## config.mk

```make
export PLATFORM = sky130hd
export DESIGN_NAME = instruction_sequencer
export DESIGN_NICKNAME = d
export VERILOG_FILES = /design/src/rtl/instruction_sequencer.sv
export SDC_FILE = /design/constraint.sdc
export NUM_CORES = 1
export LEC_CHECK = 0
export CORE_AREA = 2 2 39 41
export DETAILED_ROUTE_END_ITERATION = 6
export DIE_AREA = 0 0 41 43
export DONT_BUFFER_PORTS = 1
export SYNTH_ARGS = -nofsm -noshare
export SYNTH_HDL_FRONTEND = slang
export SYNTH_SLANG_ARGS = --single-unit
```

## constraint.sdc

```tcl
create_clock -name i_clk -period 1.87 [get_ports i_clk]
set_input_delay 0.374 -clock i_clk [delete_from_list [all_inputs] [get_ports i_clk]]
set_output_delay 0.374 -clock i_clk [all_outputs]
set_load 0.05 [all_outputs]
```

## src/rtl/instruction_sequencer.sv

```systemverilog
// ----------------------------------------------------------------------------
// instruction_sequencer
//
// Holds the instruction register (IR) and the microcode step counter that
// feed the combinational instruction decoder. The decoder's II, ADV and HLT
// controls come back in here and take effect on the next rising edge.
//
// Optional feature macro: SEQUENCER_SINGLE_STEP_EN
//   When defined, state only updates on a one-cycle strobe generated from
//   a rising edge of i_step_req. The strobe is also exported so that the PC
//   and other registers can use it as their clock enable.
//
// Ports:
//   i_clk          system clock, all state updates on rising edge
//   i_reset        synchronous, active-high reset
//   i_bus          shared bus value, captured into the IR
//   i_instrregi    IR load (decoder II)
//   i_adv          end current instruction, step returns to 0 (decoder ADV)
//   i_halt         halt request (decoder HLT)
//   i_step_req     single-step request (feature builds only)
//   o_instruction  opcode, upper INSTRUCTION_WIDTH bits of the IR
//   o_step         current microcode step
//   o_operand      zero-extended lower IR bits (immediate / address)
//   o_halted       sticky halt status
//   o_step_wrap    sticky flag: step counter wrapped without an ADV
//   o_step_strobe  single-step clock enable (feature builds only)
// ----------------------------------------------------------------------------
module instruction_sequencer #(
    parameter int BUS_WIDTH         = 8,
    parameter int INSTRUCTION_WIDTH = 4,
    parameter int INSTRUCTION_STEPS = 8,
    localparam int STEP_WIDTH = (INSTRUCTION_STEPS > 1) ? $clog2(INSTRUCTION_STEPS) : 1
) (
    input  logic                         i_clk,
    input  logic                         i_reset,
    input  logic [BUS_WIDTH-1:0]         i_bus,
    input  logic                         i_instrregi,
    input  logic                         i_adv,
    input  logic                         i_halt,
`ifdef SEQUENCER_SINGLE_STEP_EN
    input  logic                         i_step_req,
    output logic                         o_step_strobe,
`endif
    output logic [INSTRUCTION_WIDTH-1:0] o_instruction,
    output logic [STEP_WIDTH-1:0]        o_step,
    output logic [BUS_WIDTH-1:0]         o_operand,
    output logic                         o_halted,
    output logic                         o_step_wrap
);

    localparam int OPERAND_BITS = BUS_WIDTH - INSTRUCTION_WIDTH;
    localparam logic [STEP_WIDTH-1:0] LAST_STEP = STEP_WIDTH'(INSTRUCTION_STEPS - 1);

    logic [BUS_WIDTH-1:0]  ir;
    logic [STEP_WIDTH-1:0] step;
    logic                  upd;
    logic [STEP_WIDTH-1:0] step_next;
    logic                  wrap_now;

`ifdef SEQUENCER_SINGLE_STEP_EN
    logic step_req_q;
    logic step_req_prev;

    // The request is registered first, then compared with its previous
    // registered value so a held request yields exactly one strobe.
    always_ff @(posedge i_clk) begin
        if (i_reset) begin
            step_req_q    <= 1'b0;
            step_req_prev <= 1'b0;
        end else begin
            step_req_q    <= i_step_req;
            step_req_prev <= step_req_q;
        end
    end

    assign o_step_strobe = step_req_q & ~step_req_prev;
    assign upd           = ~o_halted & o_step_strobe;
`else
    assign upd = ~o_halted;
`endif

    // Step priority: halt holds, ADV returns to fetch, then the explicit
    // last-step compare wraps (never relies on natural overflow, so
    // non-power-of-two step counts behave).
    always_comb begin
        step_next = step;
        wrap_now  = 1'b0;
        if (i_halt) begin
            step_next = step;
        end else if (i_adv) begin
            step_next = '0;
        end else if (step == LAST_STEP) begin
            step_next = '0;
            wrap_now  = 1'b1;
        end else begin
            step_next = step + STEP_WIDTH'(1);
        end
    end

    // All sequencer state. Once halted, upd is low and everything freezes
    // until reset; an IR load in the halting cycle still lands.
    always_ff @(posedge i_clk) begin
        if (i_reset) begin
            ir          <= '0;
            step        <= '0;
            o_halted    <= 1'b0;
            o_step_wrap <= 1'b0;
        end else if (upd) begin
            if (i_instrregi) begin
                ir <= i_bus;
            end
            if (i_halt) begin
                o_halted <= 1'b1;
            end
            if (wrap_now) begin
                o_step_wrap <= 1'b1;
            end
            step <= step_next;
        end
    end

    assign o_instruction = ir[BUS_WIDTH-1 -: INSTRUCTION_WIDTH];
    assign o_step        = step;
    assign o_operand     = {{INSTRUCTION_WIDTH{1'b0}}, ir[OPERAND_BITS-1:0]};

endmodule

```

# == Word-level counts from Yosys, hierarchy flattened ==
# Index checks and enable logic that the tools add are counted.
# totals
mem_count,0
latchBits,0
regBits,13
romBits,0
output_inout_bits,17
word_cells,18
in_bits,13
ram_bits,0
# op_classes
eq_ne,1
n_addsub,1
muxes,7
n_div,0
n_shift,0
bitwise_logic,2
mul,0
order_cmp,0
n_reduce_logical,3
# op_table
operator,count
3-bit two-way mux,2
2-bit AND reduction,3
1-bit two-way mux,5
"3-bit by 1-bit adder with 3-bit output, second input constant",1
"3-bit == test, second input constant",1
1-bit NOT,2

# == Logic depth before layout (Yosys ltp) ==
# Gate-level depths: netlist of the first run.
# depth
depth_word,5
mapped_depth,4
ltp_nobuf,4

# == Worst setup path after synthesis of the first run ==
# OpenSTA, ideal clock, no wires.
# synth_path
kind,register to register
start,"register step[0], in the netlist o_step[0]"
end,"register step[0], in the netlist o_step[0]"
setup_time_ns,0.070
required_time_ns,1.800
path_slack_ns,0.309
arrival_time_ns,1.491
n_path_buf,0
path_stages_with_launch,5
period_less_slack_ns,1.561
path_cell_list,dfxtp_1 > ha_1 > ha_1 > or4b_1 > a21oi_1
# synth_via
elab_chain_len,3
word_cells_on_any_way,4
classes_between,add/sub (1); eq/ne (1); mux (2)
# synth_lines
element,line,text
start: declaration,55,logic [STEP_WIDTH-1:0] step;
start signal: assignment,118,step <= step_next;
3-bit by 1-bit adder with 3-bit output or 3-bit == test (tied branches),"96, 92",
3-bit two-way mux *,92,end else if (step == LAST_STEP) begin
3-bit two-way mux *,90,end else if (i_adv) begin
# Every way passes the cells marked *; elsewhere a longest branch is shown, timed or not.
# A chain may end at the register's enable or synchronous reset.

# == Final worst setup path of the first run ==
# Same ends and word-level chain as after synthesis.

==> results of run 1 <==
[cells in the mapped netlist]
cell type   n
dfxtp_1    13
nor2_1     10
mux2i_1     8
buf_4       4
a21oi_1     3
o21ai_0     3
ha_1        2
nand3_1     2
a31oi_1     1
buf_2       1
clkbuf_1    1
conb_1      1
inv_1       1
nor2_2      1
nor2b_1     1
or4b_1      1
[worst max-delay path, cell delays in order (launching register included)]
cell and delay [ns]:
dfxtp_1 0.32, ha_1 0.19, ha_1 0.18, or4b_1 0.46, a21oi_1 0.12
[worst min-delay path by stage]
stage / to / cells past startpoint / slack [ns] / from
2_1_floorplan: o_step[0]$_SDFFE_PP0P_ / 1 / 0.44 / i_reset
3_3_place_gp: o_step[0]$_SDFFE_PP0P_ / 1 / 0.45 / i_reset
3_5_place_dp: o_step[1]$_SDFFE_PP0P_ / 1 / 0.45 / i_reset
4_1_cts: o_step[1]$_SDFFE_PP0P_ / 1 / 0.15 / i_reset
5_1_grt: ir[4]$_SDFFE_PP0P_ / 1 / 0.14 / i_reset
6_report: o_step[1]$_SDFFE_PP0P_ / 1 / 0.16 / i_reset
[registers in the layout (all words and copies together), names as in the netlist]
signal,count
ir,8
o_step,3
o_halted,1
o_step_wrap,1
[routing by layer]
| metal | vias up | GRT usage [%] | routed length (um) |
|---|---|---|---|
| met5 | - | 0 | 0 |
| met3 | 0 | 5.24 | 111 |
| met1 | 160 | 12.3 | 379 |
| li1 | 182 | - | - |
| met2 | 20 | 18.1 | 409 |
| met4 | 0 | 6.00 | 0 |
[metrics by stage]
stage,total power (W),setup slack (ns),instance area (um^2),instances,hold slack (ns)
2_1_floorplan,0.000406,0.309,529,56,0.443
4_1_cts,0.000580,0.512,574,75,0.155
3_5_place_dp,0.000409,0.529,548,71,0.448
6_report,0.000568,0.523,574,75,0.165
3_3_place_gp,0.000408,0.568,548,71,0.446
5_1_grt,0.000602,0.436,574,75,0.144
[layout make-up]
cell class	count	share of cell area, %
sequential	13	45.3
multi-input combinational	36	39.4
timing repair buffer	5	6.54
clock buffer	4	4.58
tap	16	3.49
inverter	1	0.654
[layout by cell type (no fill, tap or decap), drive strengths merged]
cell type and count:
clkbuf 4, o21ai 3, ha 2, a21oi 3
inv 1, nand3 2, dfxtp 13, or4b 1
buf 5, mux2i 8, conb 4, a31oi 1
nor2b 1, nor2 11
[report_power, final]
| group | total (W) | switching [W] | internal, W |
|---|---|---|---|
| sequential | 0.000335 | 0.0000452 | 0.000290 |
| combinational | 0.0000666 | 0.0000455 | 0.0000212 |
| clock | 0.000166 | 0.0000836 | 0.0000825 |
[logic make-up (layout without fill, tap and decap cells)]
group | Yosys count | count (layout) | synth area share, %
AOI/OAI and AO/OA | 7 | 7 | 7.00
muxes | 8 | 8 | 15.5
adders and majority gates | 2 | 2 | 4.83
other | 1 | 4 | 0.724
DFF | 13 | 13 | 50.2
buffers and inverters | 7 | 10 | 8.21
and+or+nand+nor | 15 | 15 | 13.5
==> flow_summary.toml, run 1 <==
[cts]
insertion_delay_ns = 0.27
ctsHoldBuffers = 0
numClockSinks = 13
cts_tree = "done"
cts_setup_buffers = 0
path_clk_slew_ns = 0.07
cts_made_buffers = 3
h-tree-depth = 1
ctsLongestPathBuffers = 2
cts_root_buffer = "clkbuf_4"
cts_resized = 0

[sta]
tns_ns = 0
slew_violations = 0
post-route-period-util_pct = 72.0
skew_ns = 0.00167
finalSetupViolCount = 0
min_period_ns = 1.35
rsz0062_at_grt = "no"
worst_pin_slew_ns = 0.519
achievable-frequency_mhz = 743
hold_viol_final = 0
max-slew-margin-rel_pct = 65.3

[routing]
drcViolationCount = 0
drt_iter0_markers = 1
totalWireLength_um = 900
antenna_left = 0
vias = 362
wire_per_inst_um = 12.0
vias_per_cell = 4.83
firstDrtPassIters = 3

[floorplan]
die_h_um = 43
ios = 30
coreArea_um2 = 1380
start_util_pct = 37.4
die_w_um = 41
dieArea_um2 = 1760
num_rows = 14

[flow_run]
drv_cap = 0

[critical_path]
crit_type = "flop to flop"
crit_end = "o_step[0]$_SDFFE_PP0P_"
crit_path_end_kind = "flop"
rrSetupSlack_ns = 0.52
crit_arrival_ns = 1.55
reg2reg_from = "o_step[0]$_SDFFE_PP0P_"
reg2reg_depth = 4
cp-start-kind = "flop"
r2r-end = "o_step[0]$_SDFFE_PP0P_"
critPathLaunch = "o_step[0]$_SDFFE_PP0P_"
cp_max_fo = 2
worstPathRequired_ns = 2.07

[global_routing]
overflow = 0
grt_pass1_vias = 391
antenna_found_initial = 0
grt_pass1_wl_um = 1350
gr-usage-all-layers_pct = 11.6
grt_max_degree = 14

[place]
finalWeightedCongestion = 0.564
dpl.hpwl_um = 669
port_buffers = 0

[finish]
multi_input_area_um2 = 226
syn_to_final_growth_pct = 10.9
num_antenna_cells = 0
num-nets-final = 75
final_layout_size_suffix_gt1_share_pct = 15.3
seqCellArea_um2 = 260
fill_cells = 148
fin_util_pct = 41.5

[synth]
yosysSeqAreaShare_pct = 50.2
synth_top_area_share_pct = 50.2
synth.distinct_cells = 16
synthCells = 53
synth_area_um2 = 518
synth_area_leaders = "dfxtp_1 50%, mux2i_1 15%, nor2_1 7.2%"
postSynthAreaPerCell_um2 = 9.77
ys_warn_count = 0
ys_ff_latch = 13
synth.largest_area_cell = "dfxtp_1"

[power_and_ir_drop]
p_leak_nw = 0.255
peakVddDrop_mv = 0.538
p_per_area_nw_per_um2 = 989

[outcome]
status = "finished, final reports clean"

[hold_path]
hold_class = "input pin to flop"
Note: power is estimated with default switching activity, not from simulation.
==> run 2: changes to the inputs <==
==> constraint.sdc (replaced) <==
create_clock -name i_clk -period 1.35 [get_ports i_clk]
set_input_delay 0.27 -clock i_clk [delete_from_list [all_inputs] [get_ports i_clk]]
set_output_delay 0.27 -clock i_clk [all_outputs]
set_load 0.05 [all_outputs]
==> flow_summary.toml, run 2 (synthesized netlist as in run 1, its figures left out) <==
[outcome]
status = "finished, violations left"
violations = "setup timing"

[critical_path]
crit_top_cell = "ha_4"
cpLargestDelayFamily = "simple AND/OR/NAND/NOR gates"
r2r-end = "o_step[0]$_SDFFE_PP0P_"
critPathLaunch = "o_step[1]$_SDFFE_PP0P_"
reg2reg_from = "o_step[1]$_SDFFE_PP0P_"
cp_num_cells = 4
rrSetupSlack_ns = -0.0001
crit_path_end_kind = "flop"
cp-start-kind = "flop"
crit_chain = "ha_4 > ha_4 > or4b_4 > a21oi_2"
crit_end = "o_step[0]$_SDFFE_PP0P_"
crit_arrival_ns = 1.54
crit_type = "flop to flop"
reg2reg_depth = 4
max_stage_delay_ns = 0.48
cp.buffers_inverters = 0
worstPathRequired_ns = 1.54
cp_max_fo = 2
cpMaxStageDelayCell = "or4b_4"

[floorplan]
dieArea_um2 = 1760
start_util_pct = 37.4
die_h_um = 43
num_rows = 14
ios = 30
coreArea_um2 = 1380
die_w_um = 41

[global_routing]
grt_pass1_vias = 402
grt_max_degree = 14
antenna_found_initial = 0
overflow = 0
gr-usage-all-layers_pct = 13.2
grt_pass1_wl_um = 1570

[finish]
syn_to_final_growth_pct = 20.3
top_register = "ir"
layoutNonFillerInstCount = 76
final_cell_mix = "10 x nor2_1, 10 x dfxtp_1, 8 x mux2i_1, 6 x buf_4, 4 x conb_1"
final_layout_size_suffix_gt1_share_pct = 28.3
num-nets-final = 76
fin_util_pct = 45.0
largest_reg_flops = 8
num_antenna_cells = 0

[sta]
achievable-frequency_mhz = 741
post-route-period-util_pct = 100
max-slew-margin-rel_pct = 65.2
skew_ns = 0.00298
worst_pin_slew_ns = 0.521
worst_slack_ns = -0.000138
hold_viol_final = 0
min_period_ns = 1.35
rsz0062_at_grt = "yes"
holdWs_ns = 0.0556
slew_violations = 0
finalSetupViolCount = 1

[routing]
drcViolationCount = 0
drt_iter0_markers = 0
totalWireLength_um = 955
firstDrtPassIters = 1
antenna_left = 0
wire_per_inst_um = 12.6
vias = 369
vias_per_cell = 4.86

[cts]
cts_root_buffer = "clkbuf_4"
ctsHoldBuffers = 0
cts_tree = "done"
numClockSinks = 13
cts_made_buffers = 3
insertion_delay_ns = 0.26
cts_setup_buffers = 0
h-tree-depth = 1
path_clk_slew_ns = 0.07
ctsLongestPathBuffers = 2

[place]
dp.cells = 72
port_buffers = 0
place_ws_ns = -0.0286
finalWeightedCongestion = 0.574
dpl.hpwl_um = 774

[power_and_ir_drop]
p_per_area_nw_per_um2 = 1270
p_leak_nw = 0.258
peakVddDrop_mv = 0.675

[hold_path]
hold_class = "input pin to flop"
hold_depth = 1

[flow_run]
drv_cap = 0
## run 2: cell count changes in the layout (fill, tap and decap cells not counted)
| cell | previous run | this run |
|---|---|---|
| ha_1 | 2 | 0 |
| a21oi_2 | 0 | 1 |
| buf_4 | 5 | 6 |
| dfxtp_4 | 0 | 2 |
| dfxtp_1 | 13 | 10 |
| or4b_4 | 0 | 1 |
| ha_4 | 0 | 2 |
| or4b_1 | 1 | 0 |
| a21oi_1 | 3 | 2 |
| dfxtp_2 | 0 | 1 |
## run 2: layout make-up
type	instances	area, um^2
flip-flops and latches	13	269
repair buffers	6	45.0
multi-input cells	36	259
inverters	1	3.75
fillers	155	761
well taps	16	20.0
clock buffers	4	26.3
## run 2: routing by layer
layer / wire (um) / vias up / GRT usage, %
met4: 0 / 0 / 6.00
met5: 0 / - / 0
met2: 463 / 21 / 20.3
met1: 380 / 161 / 14.5
li1: - / 187 / -
met3: 111 / 0 / 6.28
## run 2: what timing repair did
item,CTS,global route
pin swaps,1,0
gates resized for setup,3,0
setup endpoints to repair,1,1
## run 2: power by group
group	internal, W	switching, W
Clock	0.000114	0.000112
Sequential	0.000399	0.0000636
Combinational	0.0000342	0.0000650
## run 2: worst min path at each step
stage / startpoint / endpoint
floorplan: i_reset / o_step[0]$_SDFFE_PP0P_
finish: i_reset / o_step[1]$_SDFFE_PP0P_
detailed placement: i_reset / o_step[1]$_SDFFE_PP0P_
global placement: i_reset / o_step[0]$_SDFFE_PP0P_
CTS: i_reset / o_step[1]$_SDFFE_PP0P_
global route: i_reset / o_step[1]$_SDFFE_PP0P_
## run 2: through the flow
stage               area, um^2  total power [W]  setup TNS [ns]
floorplan                  553         0.000562         -0.0190
global route               623         0.000834         -0.0369
global placement           579         0.000567               0
detailed placement         579         0.000570         -0.0286
finish                     623         0.000789       -0.000138
CTS                        623         0.000806        -0.00330
## run 2: worst reg2reg max path, delay by kind of cell (launching register included)
kind | cells | cell delay [ns]
AOI/OAI and AO/OA | 1 | 0.14
adders and majority gates | 2 | 0.31
DFF | 1 | 0.35
and+or+nand+nor | 1 | 0.48
